`src/rtl/number_render_driver.sv`:
```
// Binary-to-BCD digit renderer for an on-screen decimal counter.
// Converts on request, commits at frame start, drives the font-ROM address/digit path.
module number_render_driver #(
  parameter int DIGITS = 4,
  parameter int BIN_W  = 14,
  parameter int X0     = 0,
  parameter int Y0     = 0
) (
  input  logic             iClock,
  input  logic             iResetN,
  input  logic             iLoad,
  input  logic [BIN_W-1:0] iBinary,
  input  logic             iFrameStart,
  input  logic [9:0]       iX,
  input  logic [9:0]       iY,
  output logic             oBusy,
  output logic             oOverflow,
  output logic [10:0]      oAddress,
  output logic [3:0]       oValue,
  output logic             oInside
);

  localparam int BW = 4 * DIGITS;
  localparam int CW = $clog2(BIN_W + 1);

  function automatic int pow10(input int n);
    int r;
    r = 1;
    for (int i = 0; i < n; i++) r = r * 10;
    return r;
  endfunction

  localparam int LIMIT = pow10(DIGITS);
  localparam logic [CW-1:0] LAST = CW'(BIN_W - 1);

  typedef enum logic [1:0] {
    IDLE,
    SHIFT,
    WAIT_FRAME
  } state_t;

  state_t state, stateNext;

  logic [BIN_W-1:0] shiftReg;
  logic [BW-1:0]    bcd;
  logic [BW-1:0]    bcdAdj;
  logic [BW-1:0]    bcdNext;
  logic [CW-1:0]    count;
  logic             ovfCapture;
  logic [BW-1:0]    pending;
  logic             pendingOvf;
  logic [BW-1:0]    display;
  logic [BW-1:0]    blanked;
  logic             leadZero;

  logic             accept;
  logic             shiftDone;
  logic             commit;

  assign accept    = (state == IDLE) && iLoad;
  assign shiftDone = (state == SHIFT) && (count == LAST);
  assign commit    = (state == WAIT_FRAME) && iFrameStart;
  assign oBusy     = (state != IDLE);

  always_ff @(posedge iClock) begin
    if (!iResetN) state <= IDLE;
    else          state <= stateNext;
  end

  always_comb begin
    stateNext = state;
    unique case (state)
      IDLE:       if (iLoad)       stateNext = SHIFT;
      SHIFT:      if (shiftDone)   stateNext = WAIT_FRAME;
      WAIT_FRAME: if (iFrameStart) stateNext = IDLE;
      default:                     stateNext = IDLE;
    endcase
  end

  // Add-3 correction, then shift the next binary MSB into the BCD LSB.
  always_comb begin
    bcdAdj = bcd;
    for (int i = 0; i < DIGITS; i++) begin
      if (bcd[4*i +: 4] >= 4'd5)
        bcdAdj[4*i +: 4] = bcd[4*i +: 4] + 4'd3;
    end
    bcdNext = (bcdAdj << 1) | BW'(shiftReg[BIN_W-1]);
  end

  // Zeros above the highest non-zero digit become blanks; digit 0 never does.
  always_comb begin
    blanked  = pending;
    leadZero = 1'b1;
    for (int i = DIGITS - 1; i > 0; i--) begin
      if (leadZero && pending[4*i +: 4] == 4'd0)
        blanked[4*i +: 4] = 4'hF;
      else
        leadZero = 1'b0;
    end
  end

  always_ff @(posedge iClock) begin
    if (!iResetN) begin
      shiftReg     <= '0;
      bcd          <= '0;
      count        <= '0;
      ovfCapture   <= 1'b0;
      pending      <= '0;
      pendingOvf   <= 1'b0;
      display      <= '1;
      display[3:0] <= 4'h0;
      oOverflow    <= 1'b0;
    end else begin
      if (accept) begin
        shiftReg   <= iBinary;
        bcd        <= '0;
        count      <= '0;
        ovfCapture <= (32'(iBinary) >= 32'(LIMIT));
      end
      if (state == SHIFT) begin
        shiftReg <= shiftReg << 1;
        bcd      <= bcdNext;
        count    <= count + CW'(1);
      end
      if (shiftDone) begin
        pending    <= ovfCapture ? {DIGITS{4'h9}} : bcdNext;
        pendingOvf <= ovfCapture;
      end
      if (commit) begin
        display   <= blanked;
        oOverflow <= pendingOvf;
      end
    end
  end

  logic [9:0] col;
  logic [5:0] row;
  logic [4:0] pos;
  logic       insideNow;
  logic       insideD1;
  logic [3:0] digitSel;

  assign col = iX - 10'(X0);
  assign row = iY[5:0] - 6'(Y0);
  assign pos = col[9:5];

  assign insideNow = (int'(iX) >= X0) && (int'(iX) < X0 + 32 * DIGITS) &&
                     (int'(iY) >= Y0) && (int'(iY) < Y0 + 64);

  // Position 0 is the leftmost, most significant digit.
  always_comb begin
    digitSel = 4'hF;
    for (int i = 0; i < DIGITS; i++) begin
      if (pos == 5'(i))
        digitSel = display[4*(DIGITS-1-i) +: 4];
    end
  end

  always_ff @(posedge iClock) begin
    if (!iResetN) begin
      oAddress <= '0;
      oValue   <= 4'hF;
      insideD1 <= 1'b0;
      oInside  <= 1'b0;
    end else begin
      oAddress <= insideNow ? {row, col[4:0]} : 11'd0;
      oValue   <= insideNow ? digitSel : 4'hF;
      insideD1 <= insideNow;
      oInside  <= insideD1;
    end
  end

endmodule

```
`config.mk`:
```
export PLATFORM = sky130hd
export DESIGN_NAME = number_render_driver
export DESIGN_NICKNAME = d
export VERILOG_FILES = /design/src/rtl/number_render_driver.sv
export SDC_FILE = /design/constraint.sdc
export NUM_CORES = 1
export LEC_CHECK = 0
export ABC_AREA = 1
export CAP_MARGIN = 10
export CORE_ASPECT_RATIO = 1.1
export CORE_MARGIN = 10
export CORE_UTILIZATION = 32
export DETAILED_ROUTE_END_ITERATION = 7
export PLACE_DENSITY = 0.5
export SKIP_CTS_REPAIR_TIMING = 1
export SLEW_MARGIN = 20
export SYNTH_ARGS = -nofsm -noshare
export SYNTH_HDL_FRONTEND = slang
export SYNTH_SLANG_ARGS = --single-unit
```
`constraint.sdc`:
```
create_clock -name iClock -period 1.7 [get_ports iClock]
set_clock_uncertainty 0.05 [all_clocks]
set_input_delay 0.255 -clock iClock [delete_from_list [all_inputs] [get_ports iClock]]
set_output_delay 0.255 -clock iClock [all_outputs]
set_load 0.02 [all_outputs]
```
# [Word level (Yosys, flattened, before mapping)]
# Cells that the tools add are included.
[op_classes] add_sub_neg=5 n_mul=0 n_div=0 magnitude_cmp=7 n_eq_ne=9 shifts=0 muxes=24 n_bitwise=2 reduce_logical=16
[op_table] op="2-to-1 mux 16 bit" count=3
[op_table] op="2-to-1 mux 4 bit" count=12
[op_table] op="2-to-1 mux 14 bit" count=2
[op_table] op=">= comparator 4 x 3 -> 1 bit (second input constant)" count=4
[op_table] op="bitwise OR 16 x 1 -> 16 bit" count=1
[op_table] op=">= comparator 14 bit (second input constant)" count=1
[op_table] op="adder 4 x 2 -> 4 bit (second input constant)" count=3
[op_table] op="logical NOT 4 bit" count=3
[op_table] op="== test 5 x 2 -> 1 bit (second input constant)" count=2
[op_table] op="< comparator 10 x 7 -> 1 bit (second input constant)" count=1
[op_table] op="< comparator 10 x 8 -> 1 bit (second input constant)" count=1
[op_table] op="logical AND 1 bit" count=6
[op_table] op="2-to-1 mux 2 bit" count=3
[op_table] op="inequality test 2 bit (second input constant)" count=3
[op_table] op="case mux 2 bit (3 select lines)" count=1
[op_table] op="== test 5 x 1 -> 1 bit (second input constant)" count=1
[op_table] op="logical NOT 5 bit" count=1
[op_table] op="adder 4 x 1 -> 4 bit (second input constant)" count=1
[op_table] op="== test 4 bit (second input constant)" count=1
[op_table] op="nonzero test 2 bit" count=2
[op_table] op="adder 3 x 2 -> 3 bit (second input constant)" count=1
[op_table] op="2-to-1 mux 3 bit" count=1
[op_table] op="AND reduction 3 bit" count=1
[op_table] op="== test 2 x 1 -> 1 bit (second input constant)" count=1
[op_table] op="6 further kinds" count=7
[totals] ff_bits=88 latch_bits=0 ram_bits=0 romBits=0 inputBits=38 output_inout_bits=18 word_cells=77 n_memories=0

# [Longest topological paths before layout]
# Gate-level depths: netlist of run 1.
[logic_depth] depth_word=6 depth_mapped=9 ltp_nobuf=9

# [Worst setup path after synthesis of run 1]
# No wires, ideal clock.
[synth_timing] path_type="flip-flop to flip-flop" from="register count[0]" to="register pending[10]" setup_ns=0.067 t_arrival_ns=1.267 required_time_ns=1.583 path_slack_ns=0.316 path_stages_with_launch=7 path_buffers=1 synth_period_minus_slack_ns=1.384 cell_sequence="dfxtp_1 > ha_1 > nand3_2 > nor3_4 > buf_6 > nand3_2 > a21oi_2"
[synth_between] elab_chain_cells=2
[synth_lines] element="from (decl)" line_no="48" text="logic [CW-1:0] count;"
[synth_lines] element="from (signal assigned)" line_no="123" text="count <= count + CW'(1);"
[synth_lines] element="== test 4 bit" line_no="61" text="assign shiftDone = (state == SHIFT) && (count == LAST);"
[synth_lines] element="logical AND 1 bit" line_no="61"
[synth_lines] element="to (signal assigned)" line_no="126" text="pending <= ovfCapture ? {DIGITS{4'h9}} : bcdNext;"
[synth_lines] element="to (decl)" line_no="50" text="logic [BW-1:0] pending;"
# No other way between the ends.
# A chain may end at the register's enable or synchronous reset.

# [Final worst setup path of run 1]
[layout_timing] from="register oOverflow" to="output oOverflow"
[layout_lines] element="from (decl)" line_no="17" text="output logic oOverflow,"
[layout_lines] element="from (signal assigned)" line_no="131" text="oOverflow <= pendingOvf;"
# No word-level cell between the ends.

==> impl_results.md, run 1 <==
- Area Growth Syn to Fin: 28.3%
- Peak supply drop: 0.438 mV
- Nets: 655
- Placed cell areas: 0.00474 mm²
- Total of max-cap violations: 0
- TritonCTS Sinks: 88
- Global route overflow: 0
- Total power: 4.47 mW
- Crit path max-delay family: buffers and inverters
- Final Hold Violating Endpoints: 0
- Setup TNS: 0 ns
- Layout cells sized above 1: 0.0833
- Vias/cell: 4.64
- Sequential power share: 0.473
- H-Tree Depth: 3
- Syn Area/Cell: 7.21 µm²
- Fin cells: 766
- CTS tree: done
- Net Sw Frac: 0.236
- Critical-path top delay cell: clkdlybuf4s50_1
- Place WS: 0.0515 ns
- FF+latch count, synth: 88
- Layout Utilization: 0.419
- Mapped cell area: 0.00393 mm²
- DP HPWL: 6.81 mm
- Via count: 3553
- Register clock-pin slew on the reported worst setup and hold paths: 0.07 ns
- Most common cell after layout, fill and taps aside: nand2_1
- Fin area: 0.00504 mm²
- Crit start category: flop
- Tmin final: 1.59 ns
- Worst-skew pair later-pin latency: 0.34 ns
- Starting Density: 0.327
- Final Cycle Share: 0.933
- Yosys cell types: 28
- Max Fclk: 630 MHz
- Placed Cells: 750
- Worst slew margin: 0.801
- Vias in the first global route: 3389
- Setup ws final: 0.114 ns
- Wire per inst: 12.1 µm
- Critical path class: reg2out
- CP arrival: 1.28 ns
- Clk buf depth: 2
- CP max stage delay: 0.61 ns
- PwrDens: 886 mW/mm²
- Die width: 126 µm
- Drt first pass iters: 4
- Syn Inst Count: 545
- Worst Path Buf+Inv: 1
- Setup crit end kind: primary output
- CTS Buf Count: 9
- DRC: 0
- Num rows: 42
- Internal power: 3.41 mW
- Power share of the combinational group: 0.076
- Antenna Cells: 0
- Total GRT Usage: 0.108
- Hold_ws: 0.372 ns
- Net Count, Synth: 593
- Sequential area share after synthesis: 0.448
- CP max FO: 2
- ANT nets after route: 0
- Drt initial violations: 227
- Most frequent cells in the layout: nand2_1, dfxtp_1, inv_1
- Initial antenna violation count: 0
- Run status: finished, final reports clean
- Routability cong.: 0.746
- Die H: 136 µm
- Yosys warns: 0
- Global-route wire length before repair: 15.8 mm
- Count of pins over their slew limit: 0
- Core Region: 0.0120 mm²
- Worst EP required: 1.39 ns
- IO buf count: 55
- Unrepaired setup endpoints after global routing: false
- Endpoints failing setup: 0
- Clk root buf: clkbuf_16
- Clock share of power: 0.451
- Leakage power: 2.09 nW
- Largest net degree at the start of global routing: 33
- Worst-path cell chain: clkdlybuf4s50_1
- # IOs: 56
- Min-delay worst type: reg2reg
- Die area: 0.0171 mm²
- Total wire length: 9.25 mm
- Worst Tran Pin Value: 0.296 ns
- Switching power: 1.06 mW
sequential cells by signal (all words and copies together) (netlist names):
name / count
bcd: 16
pending: 16
state: 2
oAddress: 11
oValue: 4
pendingOvf: 1
insideD1: 1
ovfCapture: 1
shiftReg: 14
count: 4
oInside: 1
display: 16
oOverflow: 1
cell families after synthesis:
logic type      Yosys count  share of synthesized area
simple gates            259                      0.291
flops                    88                      0.448
buf+inv                  89                     0.0964
fa+ha+maj                10                     0.0318
compound gates           99                      0.132
layer usage:
| metal | GRT usage | wire, µm | vias to the layer above |
|---|---|---|---|
| met5 | 0 | 0 | - |
| met3 | 0.0234 | 304 | 11 |
| met2 | 0.177 | 4360 | 52 |
| li1 | - | - | 1895 |
| met1 | 0.136 | 4440 | 1595 |
| met4 | 0.0403 | 141 | 0 |
final cells by class:
type	instances	area, µm²
Clock buffer	9	225
Clock inverter	7	77.6
Fill cell	1232	6990
Inverter	69	259
Multi-Input combinational cell	368	1790
Sequential cell	88	1760
Tap cell	154	193
Timing Repair Buffer	71	736
path summary, 6_finish.rpt:
path / start / endpoint / slack (ns) / cells after the start
worst min-delay path: insideD1$_SDFF_PN0_ / oInside$_SDFF_PN0_ / 0.37 / 2
worst min register to register: insideD1$_SDFF_PN0_ / oInside$_SDFF_PN0_ / 0.37 / 2
worst max register to register: count[0]$_SDFFE_PN0P_ / pending[4]$_SDFFE_PN0P_ / 0.20 / 7
worst max-delay path: oOverflow$_SDFFE_PN0P_ / oOverflow / 0.11 / 1
cells in the mapped netlist:
library cell  number  share of area
nand2_1          148           0.14
dfxtp_1           88           0.45
inv_1             63          0.060
a21oi_1           55          0.070
nand3_1           51          0.065
nor2_1            36          0.034
o21ai_0           31          0.039
nand4_1           11          0.018
ha_1              10          0.032
a31oi_1            9          0.014
buf_2              9          0.011
inv_2              6         0.0057
buf_6              4          0.011
clkbuf_1           4         0.0038
nand3_2            4          0.010
buf_1              2         0.0019
nor2_4             2         0.0057
nor3_1             2         0.0025
a21o_2             1         0.0022
a21oi_2            1         0.0022
a31o_2             1         0.0022
buf_4              1         0.0019
nand2_4            1         0.0029
nand3_4            1         0.0045
nor3_4             1         0.0041
nor4_1             1         0.0016
o211ai_1           1         0.0019
or2_2              1         0.0016
power by group through the flow:
stage / logic, mW / clock network [mW] / registers, mW
after global routing: 0.376 / 2.16 / 2.12
final: 0.339 / 2.01 / 2.11
after detailed placement: 0.342 / 0 / 2.16
after CTS: 0.344 / 2.08 / 2.11
after floorplan: 0.176 / 0 / 2.16
after global placement: 0.342 / 0 / 2.16
Power figures use the tool's default switching activity.
==> run 2: changes to the inputs <==
--- a/config.mk
+++ b/config.mk
@@ -8,7 +8,6 @@
 export ABC_AREA = 1
 export CAP_MARGIN = 10
 export CORE_ASPECT_RATIO = 1.1
-export CORE_MARGIN = 10
 export CORE_UTILIZATION = 32
 export DETAILED_ROUTE_END_ITERATION = 7
 export PLACE_DENSITY = 0.5
==> impl_results.md, run 2 (synthesis gave the netlist of run 1 again) <==
- CP max FO: 2 (unchanged)
- CTS tree: done
- Setup TNS: 0 ns (unchanged)
- Die H: 118 µm (-13%)
- Reg2reg path depth: 8 (+1)
- Drt first pass iters: 4 (unchanged)
- CP max stage delay: 0.61 ns (about the same)
- Hold EP: oInside$_SDFF_PN0_
- Placed cell areas: 0.00474 mm² (+0.11%)
- Min-delay src: insideD1$_SDFF_PN0_
- Final Hold Violating Endpoints: 0 (unchanged)
- Starting Density: 0.328 (+0.00143)
- Most frequent cells in the layout: nand2_1, dfxtp_1, inv_1
- Via count: 3534 (-0.53%)
- Layout cells sized above 1: 0.0802 (-0.00314)
- Worst-skew pair later-pin latency: 0.34 ns (about the same)
- Worst-path cell chain: clkdlybuf4s50_1
- Worst Path Buf+Inv: 1 (unchanged)
- Initial antenna violation count: 0 (unchanged)
- Tmin final: 1.58 ns (-0.00139 ns)
- Num rows: 42 (unchanged)
- Final Cycle Share: 0.932 (about the same)
- Drt initial violations: 204 (-10%)
- Vias in the first global route: 3360 (-0.86%)
- Total of max-cap violations: 0 (unchanged)
- Global route overflow: 0 (unchanged)
- Clk root buf: clkbuf_16
- Critical register-to-register path endpoint: pending[12]$_SDFFE_PN0P_
- Largest registers: bcd: 16 flops, display: 16 flops, pending: 16 flops
- Crit path max-delay family: buffers and inverters
- ANT nets after route: 0 (unchanged)
- Critical-path top delay cell: clkdlybuf4s50_1
- Count of pins over their slew limit: 0 (unchanged)
- Total wire length: 8.54 mm (-7.7%)
- PwrDens: 913 mW/mm² (+3.0%)
- Reg2Reg Setup Slack: 0.19 ns (about the same)
- Setup crit end kind: primary output
- Max Fclk: 631 MHz (about the same)
- Total GRT Usage: 0.147 (+0.0386)
- Worst EP required: 1.39 ns (about the same)
- CP arrival: 1.28 ns (about the same)
- # IOs: 56 (unchanged)
- Register clock-pin slew on the reported worst setup and hold paths: 0.07 ns (about the same)
- Power share of the combinational group: 0.074 (-0.002)
- Core Region: 0.0120 mm² (-0.44%)
- Worst slew margin: 0.815 (+0.0141)
- Clk buf depth: 2 (unchanged)
- Fin area: 0.00507 mm² (+0.57%)
- IO buf count: 55 (unchanged)
- Internal power: 3.57 mW (+4.8%)
- Net Sw Frac: 0.228 (-0.00888)
- Min-delay worst type: reg2reg
- Sequential power share: 0.456 (-0.017)
- Crit start category: flop
- R2R Path Start: count[1]$_SDFFE_PN0P_
- Unrepaired setup endpoints after global routing: false
- H-Tree Depth: 3 (unchanged)
- Vias/cell: 4.62 (-0.40%)
- Antenna Cells: 0 (unchanged)
- Nets: 654 (-0.15%)
- Clock share of power: 0.469 (+0.018)
- CTS Buf Count: 9 (unchanged)
- Die area: 0.0127 mm² (-26%)
- Routability cong.: 0.785 (+5.1%)
- DRC: 0 (unchanged)
- DP HPWL: 6.09 mm (-11%)
- Die width: 108 µm (-14%)
- Most common cell after layout, fill and taps aside: nand2_1
- Wire per inst: 11.2 µm (-7.6%)
- Endpoints failing setup: 0 (unchanged)
- Worst Tran Pin Value: 0.275 ns (-0.0209 ns)
- Global-route wire length before repair: 15.1 mm (-4.5%)
- Switching power: 1.05 mW (-0.26%)
- Peak supply drop: 0.459 mV (+4.9%)
- Critical path class: reg2out
- Largest net degree at the start of global routing: 47 (+42%)
- Area Growth Syn to Fin: 29.0%
- TritonCTS Sinks: 88 (unchanged)
- Leakage power: 2.10 nW (+0.63%)
- Run status: finished, final reports clean
- Worst Hold Depth: 2 (unchanged)
run 2: cell count changes in the layout (fill, tap and decap cells not counted):
cell        change
buf_12          +1
buf_4           -2
bufinv_16       +1
clkbuf_1        +1
clkinv_2        -1
clkinv_4        -1
clkinvlp_4      -1
inv_8           +1
run 2: final cells by class:
class / instances / area (µm²)
clock inverter: 6 / 97.6
tap: 154 / 193
sequential: 88 / 1760
multi-input combinational: 368 / 1790
timing repair buffer: 70 / 741
fill: 1240 / 6910
clock buffer: 10 / 229
inverter: 69 / 259
run 2: stage by stage:
step	util	total power [mW]	hold WS, ns	std cells	setup WS [ns]
after global placement	0.396	2.51	0.343	749	0.0854
after CTS	0.423	4.70	0.366	765	-0.128
after detailed placement	0.396	2.51	0.354	749	0.0636
final	0.423	4.63	0.365	765	0.115
after floorplan	-	2.33	0.317	545	0.316
after global routing	0.423	4.80	0.386	765	0.0262
run 2: worst max path at each step:
stage	depth (start not counted)	from	slack, ns	to
6_report	1	oOverflow$_SDFFE_PN0P_	0.12	oOverflow
5_1_grt	8	count[1]$_SDFFE_PN0P_	0.03	pending[12]$_SDFFE_PN0P_
4_1_cts	3	state[0]$_SDFFE_PN0P_	-0.13	oBusy
3_5_place_dp	7	iX[9]	0.06	oAddress[4]$_SDFF_PN0_
3_3_place_gp	7	iX[9]	0.09	oAddress[3]$_SDFF_PN0_
2_1_floorplan	6	count[0]$_SDFFE_PN0P_	0.32	pending[10]$_SDFFE_PN0P_
run 2: power groups by stage:
stage,clock (mW),combinational (mW),sequential (mW)
finish,2.17,0.345,2.11
detailed placement,0,0.349,2.16
global route,2.31,0.380,2.11
global placement,0,0.348,2.16
CTS,2.24,0.351,2.11
floorplan,0,0.176,2.16
run 2: routing by layer:
layer	part of all wire	track usage	vias up
met3	0.030	0.0248	12
met5	0	0	-
met4	0.021	0.0685	0
met2	0.44	0.240	59
li1	-	-	1896
met1	0.50	0.187	1567
